**config.mk**
```make
export PLATFORM = sky130hd
export DESIGN_NAME = ikaopm_acc_timing
export DESIGN_NICKNAME = d
export VERILOG_FILES = /design/src/rtl/ikaopm_acc_timing.sv
export SDC_FILE = /design/constraint.sdc
export NUM_CORES = 1
export LEC_CHECK = 0
export CAP_MARGIN = 20
export CORE_MARGIN = 4
export CORE_UTILIZATION = 30
export DETAILED_ROUTE_END_ITERATION = 16
export SLEW_MARGIN = 20
export SYNTH_ARGS = -nofsm -noshare
export SYNTH_HDL_FRONTEND = slang
export SYNTH_SLANG_ARGS = --single-unit
```
**constraint.sdc**
```tcl
create_clock -name i_EMUCLK -period 3.5 [get_ports i_EMUCLK]
set_input_delay 0.875 -clock i_EMUCLK [delete_from_list [all_inputs] [get_ports i_EMUCLK]]
set_output_delay 0.875 -clock i_EMUCLK [all_outputs]
set_load 0.005 [all_outputs]
```
**src/rtl/ikaopm_acc_timing.sv**
```systemverilog
// ----------------------------------------------------------------------------
// ikaopm_acc_timing
// Timing sequencer for the R/L sound accumulator and output serializer.
// It divides the emulator master clock into the phi1 positive- and
// negative-edge clock enables. It also runs the 32-step master cycle counter
// and produces the registered cycle strobes. These are consumed by the
// accumulator, the PISO/SO path and the external DAC sample-and-hold.
//
// Ports:
//   i_EMUCLK          emulator master clock
//   i_MRST            synchronous reset, active-high, highest priority
//   i_STALL           emulation pause, freezes all sequencing
//   i_CYCLE_RESYNC    level request, restarts master cycle count at 0
//   o_phi1_PCEN_n     phi1 positive-edge clock enable (active-low)
//   o_phi1_NCEN_n     phi1 negative-edge clock enable (active-low)
//   o_MCYC            current master cycle number 0..31
//   o_CYCLE_12        o_MCYC == 12
//   o_CYCLE_29        o_MCYC == 29
//   o_CYCLE_00_16     o_MCYC is 0 or 16
//   o_CYCLE_06_22     o_MCYC is 6 or 22
//   o_CYCLE_01_TO_16  1 <= o_MCYC <= 16
//   o_SH1             DAC sample-hold 1, o_MCYC 24..31
//   o_SH2             DAC sample-hold 2, o_MCYC 8..15
//   o_SAMPLE_STB      one EMUCLK pulse per 32-cycle frame
// ----------------------------------------------------------------------------
module ikaopm_acc_timing #(
   parameter int DIV = 4
) (
   input  logic       i_EMUCLK,
   input  logic       i_MRST,
   input  logic       i_STALL,
   input  logic       i_CYCLE_RESYNC,
   output logic       o_phi1_PCEN_n,
   output logic       o_phi1_NCEN_n,
   output logic [4:0] o_MCYC,
   output logic       o_CYCLE_12,
   output logic       o_CYCLE_29,
   output logic       o_CYCLE_00_16,
   output logic       o_CYCLE_06_22,
   output logic       o_CYCLE_01_TO_16,
   output logic       o_SH1,
   output logic       o_SH2,
   output logic       o_SAMPLE_STB
);

   generate
      if ((DIV < 2) || ((DIV % 2) != 0)) begin : g_bad_div
         $error("ikaopm_acc_timing: DIV must be even and >= 2");
      end
   endgenerate

   localparam int PW = (DIV <= 2) ? 1 : $clog2(DIV);
   localparam logic [PW-1:0] P_LAST = PW'(DIV - 1);
   localparam logic [PW-1:0] P_NCEN = PW'(DIV / 2);
   // Phase displayed in the period that follows the NCEN-low period; the
   // edge that loads it is the edge that ends NCEN-low.
   localparam logic [PW-1:0] P_ADV  = PW'(((DIV / 2) + 1) % DIV);

   // Decode bundle ordering: {c12, c29, c00_16, c06_22, c01_to_16, sh1, sh2}
   function automatic logic [6:0] decode_mc(input logic [4:0] mc);
      logic [6:0] d;
      d[6] = (mc == 5'd12);
      d[5] = (mc == 5'd29);
      d[4] = (mc == 5'd0) || (mc == 5'd16);
      d[3] = (mc == 5'd6) || (mc == 5'd22);
      d[2] = (mc >= 5'd1) && (mc <= 5'd16);
      d[1] = (mc >= 5'd24);
      d[0] = (mc >= 5'd8) && (mc <= 5'd15);
      return d;
   endfunction

   // cnt_r holds the prescaler phase that the next un-stalled edge will
   // display. Freezing it during a stall makes the enable sequence resume
   // with no skipped or duplicated phase.
   logic [PW-1:0] cnt_r;
   logic [PW-1:0] cnt_next_s;
   logic [4:0]    mc_r;
   logic [4:0]    mc_next_s;
   logic          armed_r;   // set once an NCEN-low period has been issued
   logic          adv_s;
   logic          stb_s;
   logic [6:0]    dec_r;
   logic          pcen_n_r;
   logic          ncen_n_r;
   logic          stb_r;

   // Next-state terms for the prescaler, the cycle counter and the frame strobe
   always_comb begin
      cnt_next_s = '0;
      mc_next_s  = '0;
      adv_s      = 1'b0;
      stb_s      = 1'b0;
      if (cnt_r == P_LAST) begin
         cnt_next_s = '0;
      end else begin
         cnt_next_s = cnt_r + PW'(1);
      end
      if (i_CYCLE_RESYNC) begin
         mc_next_s = 5'd0;
      end else begin
         mc_next_s = mc_r + 5'd1;
      end
      // armed_r keeps DIV=2 (P_ADV==0) from advancing on the first edge
      // after reset, before any NCEN-low period has been issued.
      adv_s = armed_r && (cnt_r == P_ADV);
      stb_s = (cnt_r == P_NCEN) && (mc_r == 5'd31) && !i_CYCLE_RESYNC;
   end

   // Sequencer state and registered outputs
   always_ff @(posedge i_EMUCLK) begin
      if (i_MRST) begin
         cnt_r    <= '0;
         mc_r     <= 5'd0;
         armed_r  <= 1'b0;
         dec_r    <= 7'd0;
         pcen_n_r <= 1'b1;
         ncen_n_r <= 1'b1;
         stb_r    <= 1'b0;
      end else if (i_STALL) begin
         pcen_n_r <= 1'b1;
         ncen_n_r <= 1'b1;
         stb_r    <= 1'b0;
      end else begin
         cnt_r    <= cnt_next_s;
         pcen_n_r <= (cnt_r != '0);
         ncen_n_r <= (cnt_r != P_NCEN);
         stb_r    <= stb_s;
         if (cnt_r == P_NCEN) begin
            armed_r <= 1'b1;
         end
         if (adv_s) begin
            mc_r  <= mc_next_s;
            dec_r <= decode_mc(mc_next_s);
         end
      end
   end

   assign o_phi1_PCEN_n    = pcen_n_r;
   assign o_phi1_NCEN_n    = ncen_n_r;
   assign o_MCYC           = mc_r;
   assign o_CYCLE_12       = dec_r[6];
   assign o_CYCLE_29       = dec_r[5];
   assign o_CYCLE_00_16    = dec_r[4];
   assign o_CYCLE_06_22    = dec_r[3];
   assign o_CYCLE_01_TO_16 = dec_r[2];
   assign o_SH1            = dec_r[1];
   assign o_SH2            = dec_r[0];
   assign o_SAMPLE_STB     = stb_r;

endmodule
```
# --- Yosys cells after proc, flatten, opt, wreduce, memory -nomap -nowiden ---
# Index checks and enable logic that the tools add are counted.
classes:
  eq_ne: 9
  reduce_logical: 13
  multipliers: 0
  n_shift: 0
  bitwise_logic: 1
  n_div: 0
  n_addsub: 2
  magnitude_cmp: 5
  n_mux: 2
ops:
  columns: ["cell", "n"]
  rows:
  - ["$eq 5x5->1 const B", 4]
  - ["$add 5x1->5 const B", 1]
  - ["$eq 5x3->1 const B", 1]
  - ["$eq 5x4->1 const B", 1]
  - ["$ge 5x1->1 const B", 1]
  - ["$ge 5x4->1 const B", 1]
  - ["$ge 5x5->1 const B", 1]
  - ["$le 5x4->1 const B", 1]
  - ["$le 5x5->1 const B", 1]
  - ["$logic_and 1x1->1", 5]
  - ["$logic_not 5->1", 1]
  - ["$mux 5", 1]
  - ["$eq 2x2->1 const B", 2]
  - ["$reduce_and 2->1", 2]
  - ["$add 2x1->2 const B", 1]
  - ["$logic_or 1x1->1", 2]
  - ["$mux 2", 1]
  - ["$ne 2x2->1 const B", 1]
  - ["$reduce_bool 2->1", 1]
  - ["$reduce_or 2->1", 1]
  - ["$logic_not 1->1", 1]
  - ["$not 1->1", 1]
totals:
  latch_bits: 0
  mem_bits_ro: 0
  regBits: 18
  mem_bits_rw: 0
  word_cells: 39
  output_inout_bits: 15
  mem_count: 0

# --- Depth between registers and ports, before layout ---
# Gate-level depths: netlist of run 1.
depth:
  word_depth: 4
  ltp_mapped: 7
  depth_no_buf: 7

# --- Worst setup path after synthesis of run 1 ---
# OpenSTA, ideal clock, no wires.
synth_path:
  path_kind: "in2reg"
  startpoint: "input port i_CYCLE_RESYNC"
  endpoint: "register dec_r[5]"
  path_slack_ps: 1562
  cell_stages: 3
  setup_time_ps: 71
  arrival_ps: 1868
  path_cell_list: "or4_1 > or4_1 > a21oi_1"
synth_between:
  elab_chain_cells: 2
synth_lines:
  columns: ["item", "line", "text"]
  rows:
  - ["from (decl)", "32", "input logic i_CYCLE_RESYNC,"]
  - ["$mux 5", "98", "if (i_CYCLE_RESYNC) begin"]
  - ["$eq 5x5->1", "63", "d[5] = (mc == 5'd29);"]
  - ["to (signal assigned)", "133", "dec_r <= decode_mc(mc_next_s);"]
  - ["to (decl)", "82", "logic [6:0] dec_r;"]
# No other way between the ends.
# A chain may end at the register's enable or synchronous reset.

# --- Worst setup path in the final report of run 1 ---
# Ends and elaborated chain as after synthesis.

==> results.md, run 1 <==
- RR Endpoint: dec_r[5]
- DPL Wire Length: between 1000 and 1500 um
- Finished Cell Area: ~1100 um2
- Buffer count from post-CTS setup fixing: 0
- # Max-Cap Violations: 0
- Gate Count Post-Synth: 95
- Critical path class: input pin to flop
- Crit path launch type: input pin
- Fin crit share: between 60% and 70%
- FFs w/ async S/R, synth: 0%
- Global Route met3 Usage: approximately 1.3%
- Setup-failing EPs final: 0
- RSZ-0062 raised after global routing: false
- DRC Markers: 0
- Post-Place Cell Area: around 1000 um2
- Global-route wire length before repair: around 2700 um
- Comb power frac: 5.8%
- Syn Nets: 104
- Number of synthesized flops with an enable pin: 0
- Critical-path cell list: clkdlybuf4s50_1 > or4_1 > or4_1 > a21oi_1
- Input/output buffers: 18
- Slew @ Worst Pin: between 0.6 and 0.7 ns
- Worst Path Required: ~3.7 ns
- Final min period: roughly 2.4 ns
- Syn Std Cell Area: just over 800 um2
- WL/cell: around 12 um
- Clk sink count: 18
- Seq cells post-synth: 18
- Critical path destination: dec_r[5]
- Grt met2 use: ~15%
- Clock root cell: clkbuf_4
- Most frequent cells in the layout: dfxtp_1 (18), clkdlybuf4s50_1 (18), nor2_1 (11)
- Crit path top cell by count: or4_1
- Via density: about 5.0
- Max Clk Rate: 419 MHz
- Sequential area share after synthesis: 43.4%
- Skew final: about 0.0067 ns
- Max Fanout on Critical Path: 14
- R2R depth: 6
- WHS: ~0.46 ns
- Fin. max-slew vios: 0
- Worst hold path class: flop to flop
- Layout area overhead: 28.3%
- FF-to-FF Start: o_MCYC[0]
- Slew Limit Headroom: a little under three fifths
- GR Util All Layers: roughly a tenth
- Clock buffer depth: 2
- Peak VDD IR: roughly 0.17 mV
- Seq pwr share: roughly three fifths
- CP top delay family: simple AND/OR/NAND/NOR gates
- Initial Util: 32.4%
- DRT Wirelength: about 1700 um
- Cell internal pwr: ~0.28 mW
- Std-Cell Rows: 18
- P per Cell Area: 337 nW/um2
- Cell depth of the worst setup path: 4
- GRT overflow: 0
- H-Tree Depth: 1
- CP Capture Type: flop
- Post-CTS Hold Fix Bufs: 0
- Global routing's busiest layer: met2
- Post-Route Utilization: about 42%
- Crit-path slowest cell: clkdlybuf4s50_1
- Sw frac: 21.7%
- Antenna cell count: 0
- CTS buffer count: 3
- Hold Vio Cnt, Final: 0
- Resize count post-CTS: 0
- NetSw: a little under 0.08 mW
- Antenna-violating nets left: 0
- R2R setup slack: 1.42 ns
- CP Data Arrival Time: 2.61 ns
- Die height: 60.6 um
- Die X: 60.6 um
- Initial antenna violation count: 0
- 1st-iter DRT viols: 4
- Top_reg_cell synth: dfxtp_1
- Setup TNS: 0 ns
- Routing usage on met1: 13.6%
- Crit path buf inv count: 1
- Worst setup path start: i_CYCLE_RESYNC
- Share of layout cells above drive strength 1: ~5.4%
- CTS tree: done
- Worst skew pair latency: ~0.29 ns
- Core area: approximately 2600 um2
- Static leakage: slightly below 0.4 nW
- Clk pwr share: between 30% and 40%
- GPL Wtd Cong: 0.743
- Largest net degree at the start of global routing: 25
- Crit path largest cell delay: approximately 0.62 ns
- Routed vias: 704
- Drt first pass iters: 4
- Syn avg cell area: 8.75 um2
- Die ar.: roughly 3700 um2
- Number of synthesis warnings: 0
- Reg clk slew, reported paths: about 0.11 ns
- Nets: 122
- Distinct cells, synth: 28
- Status: finished clean
- Top Ports: 19
- Vias in the first global route: approximately 630
==> final cells by class <==
cell class,instances,area [um2]
flip-flops and latches,18,360
inverters,4,15.0
clock buffers,4,36.3
fillers,297,1500
repair buffers,18,180
multi-input cells,68,437
well taps,30,37.5
==> Yosys cell counts, types with 2 or more instances <==
master	count	share of area, %
or3_1	3	2.3
nand2_1	7	3.2
nor3_1	4	2.4
xnor2_1	2	2.1
ha_1	5	7.5
or4_1	3	2.7
o21ai_0	4	2.4
nor2_1	11	5.0
a31oi_1	2	1.5
nand3b_1	3	2.7
a21oi_1	9	5.4
clkbuf_1	5	2.3
inv_1	4	1.8
nor4_1	2	1.5
dfxtp_1	18	43
==> kinds of logic (layout without fill, tap and decap cells) <==
kind of cell	Yosys count	after routing	share of synthesized area, %
and+or+nand+nor	41	41	28.0
AOI/OAI and AO/OA	18	18	12.7
DFF	18	18	43.4
buffers and inverters	9	26	4.07
adders and majority gates	5	5	7.53
xor gates and xnor gates	3	3	3.16
muxes	1	1	1.20
==> per-stage QoR <==
stage                     total power [mW]  instances  worst slack [ns]
final                                0.359        142              1.11
after global routing                 0.376        142              1.05
after CTS                            0.365        142              1.13
after detailed placement             0.236        138             0.824
after global placement               0.235        138             0.846
after floorplan                      0.227         95              1.56
==> worst min path at each step <==
stage	cells past startpoint	slack, ns	from	endpoint
CTS	2	0.47	dec_r[1]	dec_r[1]
global route	2	0.48	dec_r[1]	dec_r[1]
floorplan	2	0.45	dec_r[5]	dec_r[5]
finish	2	0.46	dec_r[0]	dec_r[0]
global placement	2	0.44	dec_r[0]	dec_r[0]
detailed placement	2	0.45	dec_r[1]	dec_r[1]
==> sequential cells by signal, indices dropped and copies added, names as in the netlist <==
signal	cells
cnt_r	2
o_MCYC	5
o_SAMPLE_STB	1
o_phi1_PCEN_n	1
dec_r	7
o_phi1_NCEN_n	1
armed_r	1
==> worst reg2reg max path, stage by stage (launching register included) <==
cell and delay, ns:
dfxtp_1 0.41, ha_1 0.30, and3_2 0.24, ha_1 0.32, nand2b_1 0.11, or4_1 0.48, a21oi_1 0.14
==> power by group through the flow <==
| stage | clock, mW | combinational (mW) | sequential (mW) |
|---|---|---|---|
| after floorplan | 0 | 0.0123 | 0.215 |
| after global routing | 0.141 | 0.0238 | 0.211 |
| after CTS | 0.133 | 0.0212 | 0.211 |
| after global placement | 0 | 0.0203 | 0.215 |
| final | 0.128 | 0.0208 | 0.210 |
| after detailed placement | 0 | 0.0212 | 0.215 |
==> routing by layer <==
metal	part of all wire (%)	vias to the layer above
met3	4.4	2
met2	42	17
met4	1.6	0
li1	-	374
met5	0	-
met1	52	311
Power figures use the tool's default switching activity.
==> inputs of run 2 (changes only) <==
Clock period 3.5 ns to 2.4 ns, I/O delays scaled along.
==> run 2 against run 1 <==
  * Clock skew shrank 0.0054 ns
  * Sequential power grew 46%
  * Non-clock buffer count grew 4
  * Largest power group unchanged
  * Largest cell class unchanged
  * Critical path depth grew 2
  * Via count grew 2.8%
  * First-iteration DRC count grew to 4.0 times the previous value
  * Sequential share of layout area shrank 0.93 points
  * Global-route usage grew 0.72 points
==> results.md, run 2 (synthesis gave the netlist of run 1 again) <==
- Routed vias: 724 (+2.8%)
- Fin crit share: around 80%
- Reg clk slew, reported paths: 0.10 ns (about the same)
- Critical path class: flop to flop
- Crit path buf inv count: 0 (-1)
- Initial antenna violation count: 0 (unchanged)
- Status: finished clean
- Via density: 4.96 (about the same)
- GPL Wtd Cong: 0.772 (+3.8%)
- Worst skew pair latency: 0.29 ns (about the same)
- Critical-path cell list: ha_1 > and3_2 > ha_1 > nand2b_1 > or4_1 > a21oi_1
- Nets: 126 (+3.3%)
- Static leakage: 0.417 nW (+4.8%)
- Core area: 2570 um2 (unchanged)
- Most flops, register: dec_r
- DRT Wirelength: 1720 um (+2.6%)
- H-Tree Depth: 1 (unchanged)
- Dpl ws: 0.254 ns (-0.570 ns)
- WL/cell: 11.8 um (-0.18%)
- Hold Vio Cnt, Final: 0 (unchanged)
- Worst Path Required: 2.63 ns (-1.09 ns)
- Drt first pass iters: 4 (unchanged)
- Crit path largest cell delay: 0.47 ns (-0.15 ns)
- Post-Layout Cell Count: 146 (+2.8%)
- RR Endpoint: dec_r[5]
- DPL Wire Length: 1250 um (+7.6%)
- Crit path top cell by count: ha_1
- GR Util All Layers: 10.5% (+0.72 points)
- Std-Cell Rows: 18 (unchanged)
- Crit-path slowest cell: or4_1
- Power Total: 0.528 mW (+47%)
- Largest net degree at the start of global routing: 20 (-20%)
- DRC Markers: 0 (unchanged)
- PnR worst setup slack: 0.432 ns (-0.679 ns)
- R2R depth: 6 (unchanged)
- Resize count post-CTS: 0 (unchanged)
- Layout area overhead: 31.9%
- Skew final: 0.00128 ns (-0.00537 ns)
- Fill cells: 274 (-7.7%)
- Global-route wire length before repair: 2860 um (+4.5%)
- CTS buffer count: 3 (unchanged)
- Antenna-violating nets left: 0 (unchanged)
- Worst Hold Depth: 2 (unchanged)
- Hold Path End: dec_r[0]
- CP Data Arrival Time: 2.20 ns (-0.41 ns)
- Fin. max-slew vios: 0 (unchanged)
- Share of layout cells above drive strength 1: 8.62% (+3.3 points)
- Initial Util: 32.4% (unchanged)
- Slew @ Worst Pin: 0.345 ns (-0.324 ns)
- GRT overflow: 0 (unchanged)
- P per Cell Area: 482 nW/um2 (+43%)
- Clk sink count: 18 (unchanged)
- Clock buffer depth: 2 (unchanged)
- R2R setup slack: 0.43 ns (-0.99 ns)
- Vias in the first global route: 666 (+6.2%)
- Final min period: slightly below 2 ns
- Placed insts: 142 (+2.9%)
- Die ar.: 3680 um2 (unchanged)
- Antenna cell count: 0 (unchanged)
- Worst Min Path Start: dec_r[0]
- RSZ-0062 raised after global routing: false
- FF-to-FF Start: o_MCYC[1]
- Buffer count from post-CTS setup fixing: 0 (unchanged)
- Input/output buffers: 18 (unchanged)
- Setup-failing EPs final: 0 (unchanged)
- CP Capture Type: flop
- Largest register FFs: 7 (unchanged)
- Post-CTS Hold Fix Bufs: 0 (unchanged)
- # Max-Cap Violations: 0 (unchanged)
- Clock root cell: clkbuf_4
- Most frequent cells in the layout: dfxtp_1 (18), clkdlybuf4s50_1 (18), nor2_1 (11)
- Die height: 60.6 um (unchanged)
- Top Ports: 19 (unchanged)
- Max Clk Rate: a little over 500 MHz
- Crit path launch type: flop
- 1st-iter DRT viols: 16 (+12)
- Die X: 60.6 um (unchanged)
- CTS tree: done
- CP top delay family: simple AND/OR/NAND/NOR gates
- Slew Limit Headroom: 76.9% (+22 points)
- Max Fanout on Critical Path: 6 (-8)
- Peak VDD IR: 0.248 mV (+49%)
- Setup TNS: 0 ns (unchanged)
- Worst hold path class: flop to flop
- Biggest regs: dec_r (7), o_MCYC (5), cnt_r (2)
## run 2: cell types whose count changed in the layout (fill, tap and decap cells not counted)
cell | before | now
buf_4 | 0 | 4
## run 2: metrics by stage
step / instance area (um2) / hold slack (ns) / utilization, %
after CTS: 1100 / 0.469 / 42.7
after global routing: 1100 / 0.479 / 42.7
final: 1100 / 0.463 / 42.7
after detailed placement: 1060 / 0.452 / 41.3
after global placement: 1060 / 0.448 / 41.3
after floorplan: 831 / 0.448 / -
## run 2: cell type report
type,count,area [um2],area share (%)
Clock buffer,4,36.3,3.31
Inverter,4,15.0,1.37
Multi-Input combinational cell,68,437,39.8
Sequential cell,18,360,32.9
Tap cell,30,37.5,3.42
Timing Repair Buffer,22,210,19.2
## run 2: power by group
group	internal (mW)	total [mW]	switching [mW]
Sequential	0.303	0.307	0.00351
Clock	0.0923	0.188	0.0956
Combinational	0.0165	0.0333	0.0168
Total	0.412	0.528	0.116
## run 2: per-layer routing
metal / up-vias / part of all wire (%) / global-route usage, %
met4: 0 / 1.7 / 7.43
li1: 380 / - / -
met3: 2 / 4.8 / 1.28
met5: - / 0 / 0
met2: 14 / 41 / 15.0
met1: 328 / 52 / 14.5
## run 2: worst max path at each step
stage | endpoint | slack (ns) | startpoint | cells past startpoint
global route | dec_r[5] | 0.29 | o_MCYC[1] | 6
finish | dec_r[5] | 0.43 | o_MCYC[1] | 6
detailed placement | dec_r[5] | 0.25 | i_STALL | 4
global placement | dec_r[5] | 0.26 | i_CYCLE_RESYNC | 4
floorplan | dec_r[5] | 0.51 | o_MCYC[0] | 6
CTS | dec_r[5] | 0.43 | o_MCYC[1] | 6
## run 2: worst register-to-register path: cells and delay by family, from the launching register on
kind,cells,cell delay [ns]
and+or+nand+nor,3,0.82
adders and majority gates,2,0.58
DFF,1,0.36
AOI/OAI and AO/OA,1,0.14
==> inputs of run 3 (changes only) <==
Clock period 2.4 ns to 1.99 ns, I/O delays scaled along.
==> run 3 against run 2 <==
  * Register-to-register slack lost 0.32 ns
  * Clock-buffer cell count did not move
  * First-iteration DRC count is 31% higher
  * Worst hold slack worse by 0.0050 ns
  * Total power up 21%
  * Routed wire length rose by 4.5%
  * Clock power is 20% higher
  * Global-route usage up 0.75 points
  * Clock skew increased by 0.0029 ns
==> results.md, run 3 (synthesis gave the netlist of run 1 again) <==
- Status: finished clean
- Die ar.: 3680 um2 (unchanged)
- Crit path launch type: flop
- Antenna-violating nets left: 0 (unchanged)
- Input/output buffers: 18 (unchanged)
- Most flops, register: dec_r
- RR Endpoint: dec_r[5]
- Drt first pass iters: 4 (unchanged)
- Routed vias: 743 (+2.6%)
- Post-CTS Hold Fix Bufs: 0 (unchanged)
- P per Cell Area: 563 nW/um2 (+17%)
- Layout area overhead: 36.4%
- Skew final: 0.00422 ns (+0.00294 ns)
- Die height: 60.6 um (unchanged)
- Largest register FFs: 7 (unchanged)
- GR Util All Layers: 11.3% (+0.75 points)
- GRT overflow: 0 (unchanged)
- Peak VDD IR: 0.251 mV (+1.4%)
- Final min period: 1.88 ns (-0.0933 ns)
- R2R setup slack: 0.11 ns (-0.32 ns)
- CTS buffer count: 3 (unchanged)
- Post-Place Cell Area: 1100 um2 (+3.5%)
- Power Total: 0.638 mW (+21%)
- DRC Markers: 0 (unchanged)
- Biggest regs: dec_r (7), o_MCYC (5), cnt_r (2)
- Vias in the first global route: 702 (+5.4%)
- Initial Util: 32.4% (unchanged)
- Largest net degree at the start of global routing: 14 (-30%)
- Dpl ws: -0.0674 ns (-0.321 ns)
- Critical path class: flop to flop
- Antenna cell count: 0 (unchanged)
- Reg clk slew, reported paths: 0.10 ns (about the same)
- WL/cell: 11.9 um (+1.1%)
- PnR worst setup slack: 0.115 ns (-0.317 ns)
- DPL Wire Length: 1330 um (+6.4%)
- Hold Path End: dec_r[5]
- Most frequent cells in the layout: dfxtp_1 (18), clkdlybuf4s50_1 (18), nor2_1 (11)
- Finished Cell Area: 1130 um2 (+3.4%)
- CTS tree: done
- Via density: 4.92 (-0.77%)
- Clk sink count: 18 (unchanged)
- RSZ-0062 raised after global routing: false
- Global-route wire length before repair: 3040 um (+6.3%)
- GPL Wtd Cong: 0.796 (+3.1%)
- FF-to-FF Start: o_MCYC[0]
- Worst hold path class: flop to flop
- Std-Cell Rows: 18 (unchanged)
- Slew @ Worst Pin: 0.360 ns (+0.0143 ns)
- CP Capture Type: flop
- Setup TNS: 0 ns (unchanged)
- Slew Limit Headroom: 75.9% (-0.96 points)
- Resize count post-CTS: 0 (unchanged)
- Share of layout cells above drive strength 1: 12.4% (+3.8 points)
- Hold Vio Cnt, Final: 0 (unchanged)
- CP Data Arrival Time: 2.11 ns (-0.09 ns)
- Fin crit share: 94.2% (+12 points)
- # Max-Cap Violations: 0 (unchanged)
- Fin. max-slew vios: 0 (unchanged)
- Core area: 2570 um2 (unchanged)
- Max Fanout on Critical Path: 4 (-2)
- Buffer count from post-CTS setup fixing: 0 (unchanged)
- Clock buffer depth: 2 (unchanged)
- Worst Hold Depth: 2 (unchanged)
- H-Tree Depth: 1 (unchanged)
- Worst Min Path Start: dec_r[5]
- Static leakage: 0.442 nW (+5.9%)
- Worst Path Required: 2.22 ns (-0.41 ns)
- Max Clk Rate: 533 MHz (+5.0%)
- Die X: 60.6 um (unchanged)
- Top Ports: 19 (unchanged)
- Clock root cell: clkbuf_4
- Initial antenna violation count: 0 (unchanged)
- Fill cells: 276 (+0.73%)
- DRT Wirelength: 1790 um (+4.5%)
- Worst skew pair latency: 0.29 ns (about the same)
- 1st-iter DRT viols: 21 (+5)
- Setup-failing EPs final: 0 (unchanged)
- Nets: 131 (+4.0%)
- R2R depth: 6 (unchanged)
-- run 3: worst max-delay path, cell delays in order (launching register included) --
cell and delay [ns]:
dfxtp_1 0.33, ha_1 0.23, and3_2 0.22, ha_1 0.32, nand2b_1 0.10, or4_1 0.48, a21oi_1 0.14
-- run 3: stage by stage --
stage                     std cells  util (%)  hold WS, ns
final                           151      44.2        0.458
after global routing            151      44.2        0.489
after CTS                       151      44.2        0.462
after detailed placement        147      42.7        0.446
after global placement          147      42.7        0.445
after floorplan                  95         -        0.448
-- run 3: worst max-delay path by stage --
stage / startpoint / end / slack (ns) / depth (start not counted)
finish: o_MCYC[0] / dec_r[5] / 0.11 / 6
global route: o_MCYC[0] / dec_r[2] / 0.004 / 6
CTS: o_MCYC[0] / dec_r[5] / 0.11 / 6
detailed placement: i_CYCLE_RESYNC / dec_r[5] / -0.07 / 4
global placement: i_CYCLE_RESYNC / dec_r[5] / -0.02 / 4
floorplan: o_MCYC[0] / dec_r[5] / 0.1 / 6
-- run 3: power breakdown --
group | internal [mW] | switching (mW)
registers | 0.366 | 0.00424
logic | 0.0224 | 0.0204
clock network | 0.111 | 0.114
-- run 3: cell type report --
type                       count  area, um2  area share (%)
tap                           30       37.5            3.31
sequential                    18        360            31.8
inverter                       4       15.0            1.32
clock buffer                   4       36.3            3.20
timing repair buffer          27        248            21.9
multi-input combinational     68        437            38.5
-- run 3: per-layer routing --
layer  GRT usage (%)  wire (um)  vias up
li1                -          -      392
met1            14.8        847      331
met2            17.3        830       18
met3            1.28         85        2
met4            7.43         30        0
met5               0          0        -
